$ cat src/rtl/lsu_bus_ctrl_if.sv
// Data-bus bundle between the load/store unit (master) and the memory side (slave).
// Read data and ack are sampled by the master in the same cycle.
interface lsu_bus_ctrl_if;
   logic        bus_req;
   logic        bus_we;
   logic [31:0] bus_addr;
   logic [3:0]  bus_be;
   logic [31:0] bus_wdata;
   logic        bus_ack;
   logic [31:0] bus_rdata;

   modport master (
      output bus_req, bus_we, bus_addr, bus_be, bus_wdata,
      input  bus_ack, bus_rdata
   );

   modport slave (
      input  bus_req, bus_we, bus_addr, bus_be, bus_wdata,
      output bus_ack, bus_rdata
   );
endinterface

$ cat src/rtl/lsu_bus_ctrl.sv
// Load/store unit: one core LOAD/STORE becomes a req/ack bus transaction (LSU_MISALIGN_TRAP_EN traps misaligned accesses).
// Latency: done 2 cycles after the request on an immediate ack, 1 cycle on a misalign trap; abort after TIMEOUT_CYCLES in REQ.
// Backpressure: stall holds the core from request to done; bus_ack is the only bus-side flow control.
module lsu_bus_ctrl #(
   parameter int TIMEOUT_CYCLES = 16,
   parameter int CNT_W          = 5
) (
   input  logic           clk,
   input  logic           rst_n,
   input  logic           mem_rd,
   input  logic           mem_wr,
   input  logic [2:0]     funct3,
   input  logic [31:0]    addr,
   input  logic [31:0]    wdata,
   output logic           stall,
   output logic [31:0]    ld_data,
   output logic           done,
   output logic           bus_err,
   lsu_bus_ctrl_if.master bus
);
   typedef enum logic [1:0] {ST_IDLE, ST_REQ, ST_DONE} state_t;
   typedef enum logic [1:0] {SZ_B, SZ_H, SZ_W} size_t;

   localparam logic [CNT_W-1:0] CNT_LAST = CNT_W'(TIMEOUT_CYCLES - 1);

   state_t           state_q, state_d;
   logic [CNT_W-1:0] cnt_q, cnt_d;
   logic             req_q, req_d;
   logic             we_q, we_d;
   logic [31:0]      baddr_q, baddr_d;
   logic [3:0]       be_q, be_d;
   logic [31:0]      bwdata_q, bwdata_d;
   size_t            ld_sz_q, ld_sz_d;
   logic             ld_uns_q, ld_uns_d;
   logic [1:0]       lo_q, lo_d;
   logic             done_q, done_d;
   logic             err_q, err_d;
   logic [31:0]      ld_q, ld_d;

   size_t       sz;
   logic [1:0]  lo;
   logic [3:0]  be_new;
   logic [31:0] wdata_new;
   logic [7:0]  rd_byte;
   logic [15:0] rd_half;
   logic [31:0] ld_ext;
   logic        trap;

   // Stores win when both strobes are set; funct3[2] only means "unsigned" for loads.
   always_comb begin
      sz = SZ_W;
      if (mem_wr) begin
         if (funct3 == 3'b000)      sz = SZ_B;
         else if (funct3 == 3'b001) sz = SZ_H;
      end else begin
         if (funct3[1:0] == 2'b00)      sz = SZ_B;
         else if (funct3[1:0] == 2'b01) sz = SZ_H;
      end
      lo        = 2'b00;
      be_new    = 4'b1111;
      wdata_new = wdata;
      case (sz)
         SZ_B: begin
            lo        = addr[1:0];
            be_new    = 4'b0001 << addr[1:0];
            wdata_new = {4{wdata[7:0]}};
         end
         SZ_H: begin
            lo        = {addr[1], 1'b0};
            be_new    = 4'b0011 << {addr[1], 1'b0};
            wdata_new = {2{wdata[15:0]}};
         end
         default: ;
      endcase
   end

`ifdef LSU_MISALIGN_TRAP_EN
   assign trap = ((sz == SZ_H) && addr[0]) || ((sz == SZ_W) && (addr[1:0] != 2'b00));
`else
   assign trap = 1'b0;
`endif

   always_comb begin
      rd_byte = bus.bus_rdata[7:0];
      case (lo_q)
         2'd1:    rd_byte = bus.bus_rdata[15:8];
         2'd2:    rd_byte = bus.bus_rdata[23:16];
         2'd3:    rd_byte = bus.bus_rdata[31:24];
         default: rd_byte = bus.bus_rdata[7:0];
      endcase
      rd_half = lo_q[1] ? bus.bus_rdata[31:16] : bus.bus_rdata[15:0];
      case (ld_sz_q)
         SZ_B:    ld_ext = ld_uns_q ? {24'h0, rd_byte} : {{24{rd_byte[7]}}, rd_byte};
         SZ_H:    ld_ext = ld_uns_q ? {16'h0, rd_half} : {{16{rd_half[15]}}, rd_half};
         default: ld_ext = bus.bus_rdata;
      endcase
   end

   always_comb begin
      state_d  = state_q;
      cnt_d    = cnt_q;
      req_d    = req_q;
      we_d     = we_q;
      baddr_d  = baddr_q;
      be_d     = be_q;
      bwdata_d = bwdata_q;
      ld_sz_d  = ld_sz_q;
      ld_uns_d = ld_uns_q;
      lo_d     = lo_q;
      ld_d     = ld_q;
      done_d   = 1'b0;
      err_d    = 1'b0;
      stall    = 1'b0;
      case (state_q)
         ST_IDLE: begin
            stall = rst_n & (mem_rd | mem_wr);
            if (mem_rd || mem_wr) begin
               if (trap) begin
                  state_d = ST_DONE;
                  done_d  = 1'b1;
                  err_d   = 1'b1;
                  ld_d    = '0;
               end else begin
                  state_d  = ST_REQ;
                  cnt_d    = '0;
                  req_d    = 1'b1;
                  we_d     = mem_wr;
                  baddr_d  = {addr[31:2], 2'b00};
                  be_d     = be_new;
                  bwdata_d = wdata_new;
                  ld_sz_d  = sz;
                  ld_uns_d = funct3[2];
                  lo_d     = lo;
               end
            end
         end
         ST_REQ: begin
            stall = rst_n;
            if (bus.bus_ack) begin
               state_d = ST_DONE;
               req_d   = 1'b0;
               done_d  = 1'b1;
               ld_d    = ld_ext;
            end else if (cnt_q == CNT_LAST) begin
               state_d = ST_DONE;
               req_d   = 1'b0;
               done_d  = 1'b1;
               err_d   = 1'b1;
               ld_d    = '0;
            end else begin
               cnt_d = cnt_q + CNT_W'(1);
            end
         end
         // The core commits this cycle with the same instruction still on its inputs.
         default: state_d = ST_IDLE;
      endcase
   end

   always_ff @(posedge clk or negedge rst_n) begin
      if (!rst_n) begin
         state_q  <= ST_IDLE;
         cnt_q    <= '0;
         req_q    <= 1'b0;
         we_q     <= 1'b0;
         baddr_q  <= '0;
         be_q     <= '0;
         bwdata_q <= '0;
         ld_sz_q  <= SZ_W;
         ld_uns_q <= 1'b0;
         lo_q     <= '0;
         ld_q     <= '0;
         done_q   <= 1'b0;
         err_q    <= 1'b0;
      end else begin
         state_q  <= state_d;
         cnt_q    <= cnt_d;
         req_q    <= req_d;
         we_q     <= we_d;
         baddr_q  <= baddr_d;
         be_q     <= be_d;
         bwdata_q <= bwdata_d;
         ld_sz_q  <= ld_sz_d;
         ld_uns_q <= ld_uns_d;
         lo_q     <= lo_d;
         ld_q     <= ld_d;
         done_q   <= done_d;
         err_q    <= err_d;
      end
   end

   assign bus.bus_req   = req_q;
   assign bus.bus_we    = we_q;
   assign bus.bus_addr  = baddr_q;
   assign bus.bus_be    = be_q;
   assign bus.bus_wdata = bwdata_q;
   assign ld_data       = ld_q;
   assign done          = done_q;
   assign bus_err       = err_q;
endmodule

$ cat src/flat_wrapper.sv
// flat-port wrapper written by rule: the top's interface ports become plain ports
module lsu_bus_ctrl_flat 
#(
   parameter int TIMEOUT_CYCLES = 16,
   parameter int CNT_W          = 5
)
  (clk, rst_n, mem_rd, mem_wr, funct3, addr, wdata, stall, ld_data, done, bus_err, bus_bus_req, bus_bus_we, bus_bus_addr, bus_bus_be, bus_bus_wdata, bus_bus_ack, bus_bus_rdata);
  lsu_bus_ctrl_if bus_i ();
  input  logic clk;
  input  logic rst_n;
  input  logic mem_rd;
  input  logic mem_wr;
  input  logic [2:0] funct3;
  input  logic [31:0] addr;
  input  logic [31:0] wdata;
  output logic stall;
  output logic [31:0] ld_data;
  output logic done;
  output logic bus_err;
  output wire logic [$bits(bus_i.bus_req)-1:0] bus_bus_req;
  output wire logic [$bits(bus_i.bus_we)-1:0] bus_bus_we;
  output wire logic [$bits(bus_i.bus_addr)-1:0] bus_bus_addr;
  output wire logic [$bits(bus_i.bus_be)-1:0] bus_bus_be;
  output wire logic [$bits(bus_i.bus_wdata)-1:0] bus_bus_wdata;
  input wire logic [$bits(bus_i.bus_ack)-1:0] bus_bus_ack;
  input wire logic [$bits(bus_i.bus_rdata)-1:0] bus_bus_rdata;
  assign bus_bus_req = bus_i.bus_req;
  assign bus_bus_we = bus_i.bus_we;
  assign bus_bus_addr = bus_i.bus_addr;
  assign bus_bus_be = bus_i.bus_be;
  assign bus_bus_wdata = bus_i.bus_wdata;
  assign bus_i.bus_ack = bus_bus_ack;
  assign bus_i.bus_rdata = bus_bus_rdata;
  lsu_bus_ctrl #(.TIMEOUT_CYCLES(TIMEOUT_CYCLES), .CNT_W(CNT_W)) u_core (.clk(clk), .rst_n(rst_n), .mem_rd(mem_rd), .mem_wr(mem_wr), .funct3(funct3), .addr(addr), .wdata(wdata), .stall(stall), .ld_data(ld_data), .done(done), .bus_err(bus_err), .bus(bus_i));
endmodule
$ cat config.mk
export PLATFORM = sky130hd
export DESIGN_NAME = lsu_bus_ctrl_flat
export DESIGN_NICKNAME = d
export VERILOG_FILES = /design/src/rtl/lsu_bus_ctrl_if.sv /design/src/rtl/lsu_bus_ctrl.sv /design/src/flat_wrapper.sv
export SDC_FILE = /design/constraint.sdc
export NUM_CORES = 1
export LEC_CHECK = 0
export CAP_MARGIN = 10
export CORE_MARGIN = 2
export CORE_UTILIZATION = 40
export CTS_CLUSTER_DIAMETER = 120
export DETAILED_ROUTE_END_ITERATION = 10
export PLACE_DENSITY = 0.84
export SYNTH_ARGS = -nofsm -noshare
export SYNTH_HDL_FRONTEND = slang
export SYNTH_SLANG_ARGS = --single-unit
$ cat constraint.sdc
create_clock -name clk -period 2.37 [get_ports clk]
set_input_delay 0.474 -clock clk [delete_from_list [all_inputs] [get_ports clk]]
set_output_delay 0.474 -clock clk [all_outputs]
set_load 0.03 [all_outputs]
==> flow_metrics.py <==
metrics = {
    "route": {
        "routedWlPerCell_um": 17.1,
        "viasPerCell": 5.28,
        "antenna_left": 0,
        "drc_errors": 0,
        "num_vias": 5004,
        "finalWirelength_um": 16200,
        "drt-initial-drc-count": 472,
        "firstDrtPassIters": 6,
    },
    "placement": {
        "io_buffers": 206,
        "placed_area_um2": 7480,
        "place_hpwl_um": 11600,
        "dpl_worst_slack_ns": 0.0790,
        "place.gp.congestion": 0.835,
    },
    "setup_path": {
        "path_class": "in -> out",
        "slowest_stage": "clkdlybuf4s50_1",
        "crit_required_ns": 1.90,
        "slowest_delay_ns": 0.62,
        "cp.arrival_ns": 1.71,
        "r2r_start": "u_core.cnt_q[0]$_DFFE_PN0P_",
        "crit_chain": "clkdlybuf4s50_1 -> nor3_1 -> nor3b_1 -> buf_4",
        "r2r_cells": 7,
        "cp_max_fo": 6,
        "reg2reg_slack_ns": 0.21,
        "cp-start-kind": "input port",
        "endpoint_kind": "output port",
        "rr_endpoint": "u_core.cnt_q[3]$_DFFE_PN0P_",
    },
    "finish": {
        "finalNetCount": 870,
        "final_cell_area_um2": 8000,
        "layout-drive-gt1-share": 0.0735,
        "final_common_cell": "clkdlybuf4s50_1",
        "finish.utilization": 0.634,
        "n_antenna_cell": 0,
        "synthToLayoutAreaGrowth_pct": 54.1,
        "final_cell_mix": "clkdlybuf4s50_1, nand2_1, dfrtp_1, o21ai_0, nor2_1",
    },
    "clock_network": {
        "numCtsBuffers": 17,
        "hold_buffers": 0,
        "path_clk_slew_ns": 0.05,
        "root_buffer": "clkbuf_16",
        "cts.sinks": 114,
        "post-cts-setup-buffers": 0,
        "h-tree-depth": 4,
        "insertion_delay_ns": 0.42,
        "cts_tree": "done",
        "cts_buffer_depth": 2,
        "cts.repair.resized": 0,
    },
    "timing": {
        "min_period_ns": 2.19,
        "tns_ns": 0,
        "min_period_over_period": 0.922,
        "worst_pin_slew_ns": 1.08,
        "hold_viol": 0,
        "slew_viol_final": 0,
        "max_freq_mhz": 458,
        "fin_ws_ns": 0.185,
        "setup_viol_count_final": 0,
        "fin_skew_ns": 0.00750,
        "rsz0062_at_grt": "no",
        "relSlewSlack": 0.275,
    },
    "die": {
        "core_um2": 12600,
        "start_util": 0.411,
        "ios": 209,
        "die_w_um": 118,
        "die-area_um2": 13900,
        "row_count": 41,
        "die-height_um": 118,
    },
    "global_route": {
        "grt_max_degree": 72,
        "grt_first_pass_wirelength_um": 26300,
        "grt.total_usage": 0.241,
        "antenna_found_initial": 0,
        "first_global_vias": 5041,
        "grt_remaining_overflow": 0,
    },
    "power": {
        "peakVddDrop_v": 0.000815,
        "p_leak_uw": 0.00355,
        "power_per_cell_area_nw_per_um2": 1390,
    },
    "logic_synthesis": {
        "yosys_warnings": 0,
        "avgSynthCellArea_um2": 9.28,
        "synth_cells": 559,
        "ys_types": 46,
        "ys_ff_latch": 114,
        "seq_area_frac_synth": 0.550,
        "netlist_area_um2": 5190,
    },
    "status": {
        "status": "completed",
    },
    "job": {
        "maxCapViolations": 0,
    },
    "min_path": {
        "hp-class": "in -> async",
    },
}
power breakdown:
part           total, µW  switching (µW)  leakage (µW)  internal (µW)
combinational       5450            3190       0.00189           2260
clock               2250             858      0.000262           1390
sequential          3440             594       0.00140           2840
total              11100            4640       0.00355           6490
kinds of logic (layout without fill, tap and decap cells):
kind of cell	after synthesis	count (layout)	share of synthesized area
xor+xnor	1	1	0.00169
buf+inv	44	259	0.0374
mux	29	29	0.0591
simple gates	254	254	0.207
fa+ha+maj	2	2	0.00482
flops	114	114	0.550
other cells	1	2	0.000723
compound gates	114	114	0.139
worst max-delay path, delay by kind of cell:
family / cells / cell delay, ns
buffers and inverters: 2 / 0.83
AND/OR/NAND/NOR: 2 / 0.40
stage by stage:
stage                     total power [µW]  cells  hold slack, ns
after floorplan                       6380    560           0.178
after global placement                8760    917           0.458
after detailed placement              8890    917           0.461
after CTS                            11200    947           0.189
after global routing                 11700    947           0.223
final                                11100    947           0.172
per-layer routing:
layer | share of wire | track usage | wire (µm)
met4 | 0.032 | 0.110 | 512
met5 | 0 | 0 | 0
met1 | 0.40 | 0.281 | 6450
met3 | 0.099 | 0.0940 | 1610
met2 | 0.47 | 0.391 | 7640
area by class of cell:
cell class | instances | area (µm²)
Clock buffer | 23 | 478
Clock inverter | 7 | 35.0
Fill cell | 993 | 4620
Inverter | 6 | 22.5
Multi-Input combinational cell | 402 | 2160
Sequential cell | 114 | 2850
Tap cell | 172 | 215
Timing Repair Buffer | 223 | 2230
worst max-delay path by stage:
stage / startpoint / to / slack (ns)
finish: mem_wr / stall / 0.18
floorplan: u_core.cnt_q[0]$_DFFE_PN0P_ / u_core.cnt_q[3]$_DFFE_PN0P_ / 0.39
CTS: mem_wr / stall / 0.18
global placement: bus_bus_ack / u_core.ld_data[18]$_DFFE_PN0P_ / 0.17
detailed placement: bus_bus_ack / u_core.ld_data[16]$_DFFE_PN0P_ / 0.08
global route: u_core.cnt_q[0]$_DFFE_PN0P_ / u_core.cnt_q[3]$_DFFE_PN0P_ / 0.09
synthesized netlist by cell type, drive strengths merged:
cell type | instances | area, µm²
nand2 | 179 | 672
dfrtp | 113 | 2830
o21ai | 51 | 255
nor2 | 31 | 124
mux2i | 25 | 250
clkbuf | 20 | 75.1
a21oi | 18 | 90.1
buf | 18 | 96.3
a221o | 16 | 160
a31oi | 11 | 68.8
nor3 | 11 | 71.3
nor2b | 9 | 56.3
inv | 6 | 22.5
or3 | 6 | 37.5
nand3 | 5 | 25.0
nand2b | 4 | 25.0
a22o | 3 | 26.3
mux2 | 3 | 33.8
nor3b | 3 | 22.5
o21a | 3 | 22.5
a211oi | 2 | 15.0
and3 | 2 | 12.5
ha | 2 | 25.0
o211a | 2 | 20.0
o211ai | 2 | 15.0
a2111o | 1 | 11.3
a2111oi | 1 | 8.76
a21o | 1 | 7.51
a31o | 1 | 8.76
and2 | 1 | 6.26
and2b | 1 | 7.51
conb | 1 | 3.75
dfstp | 1 | 26.3
mux4 | 1 | 22.5
nand3b | 1 | 7.51
o21bai | 1 | 7.51
o22ai | 1 | 6.26
or2 | 1 | 6.26
xnor2 | 1 | 8.76
state kept, by name, indices dropped and copies added, names as in the netlist:
| name | flops |
|---|---|
| u_core.bus.bus_we | 1 |
| u_core.ld_sz_q | 2 |
| u_core.state_q | 2 |
| u_core.ld_uns_q | 1 |
| u_core.done | 1 |
| u_core.ld_data | 32 |
| u_core.bus_err | 1 |
| u_core.bus.bus_wdata | 32 |
| u_core.cnt_q | 5 |
| u_core.bus.bus_addr | 30 |
| u_core.bus.bus_be | 4 |
| u_core.lo_q | 2 |
| u_core.bus.bus_req | 1 |
Note: power is estimated with default switching activity, not from simulation.
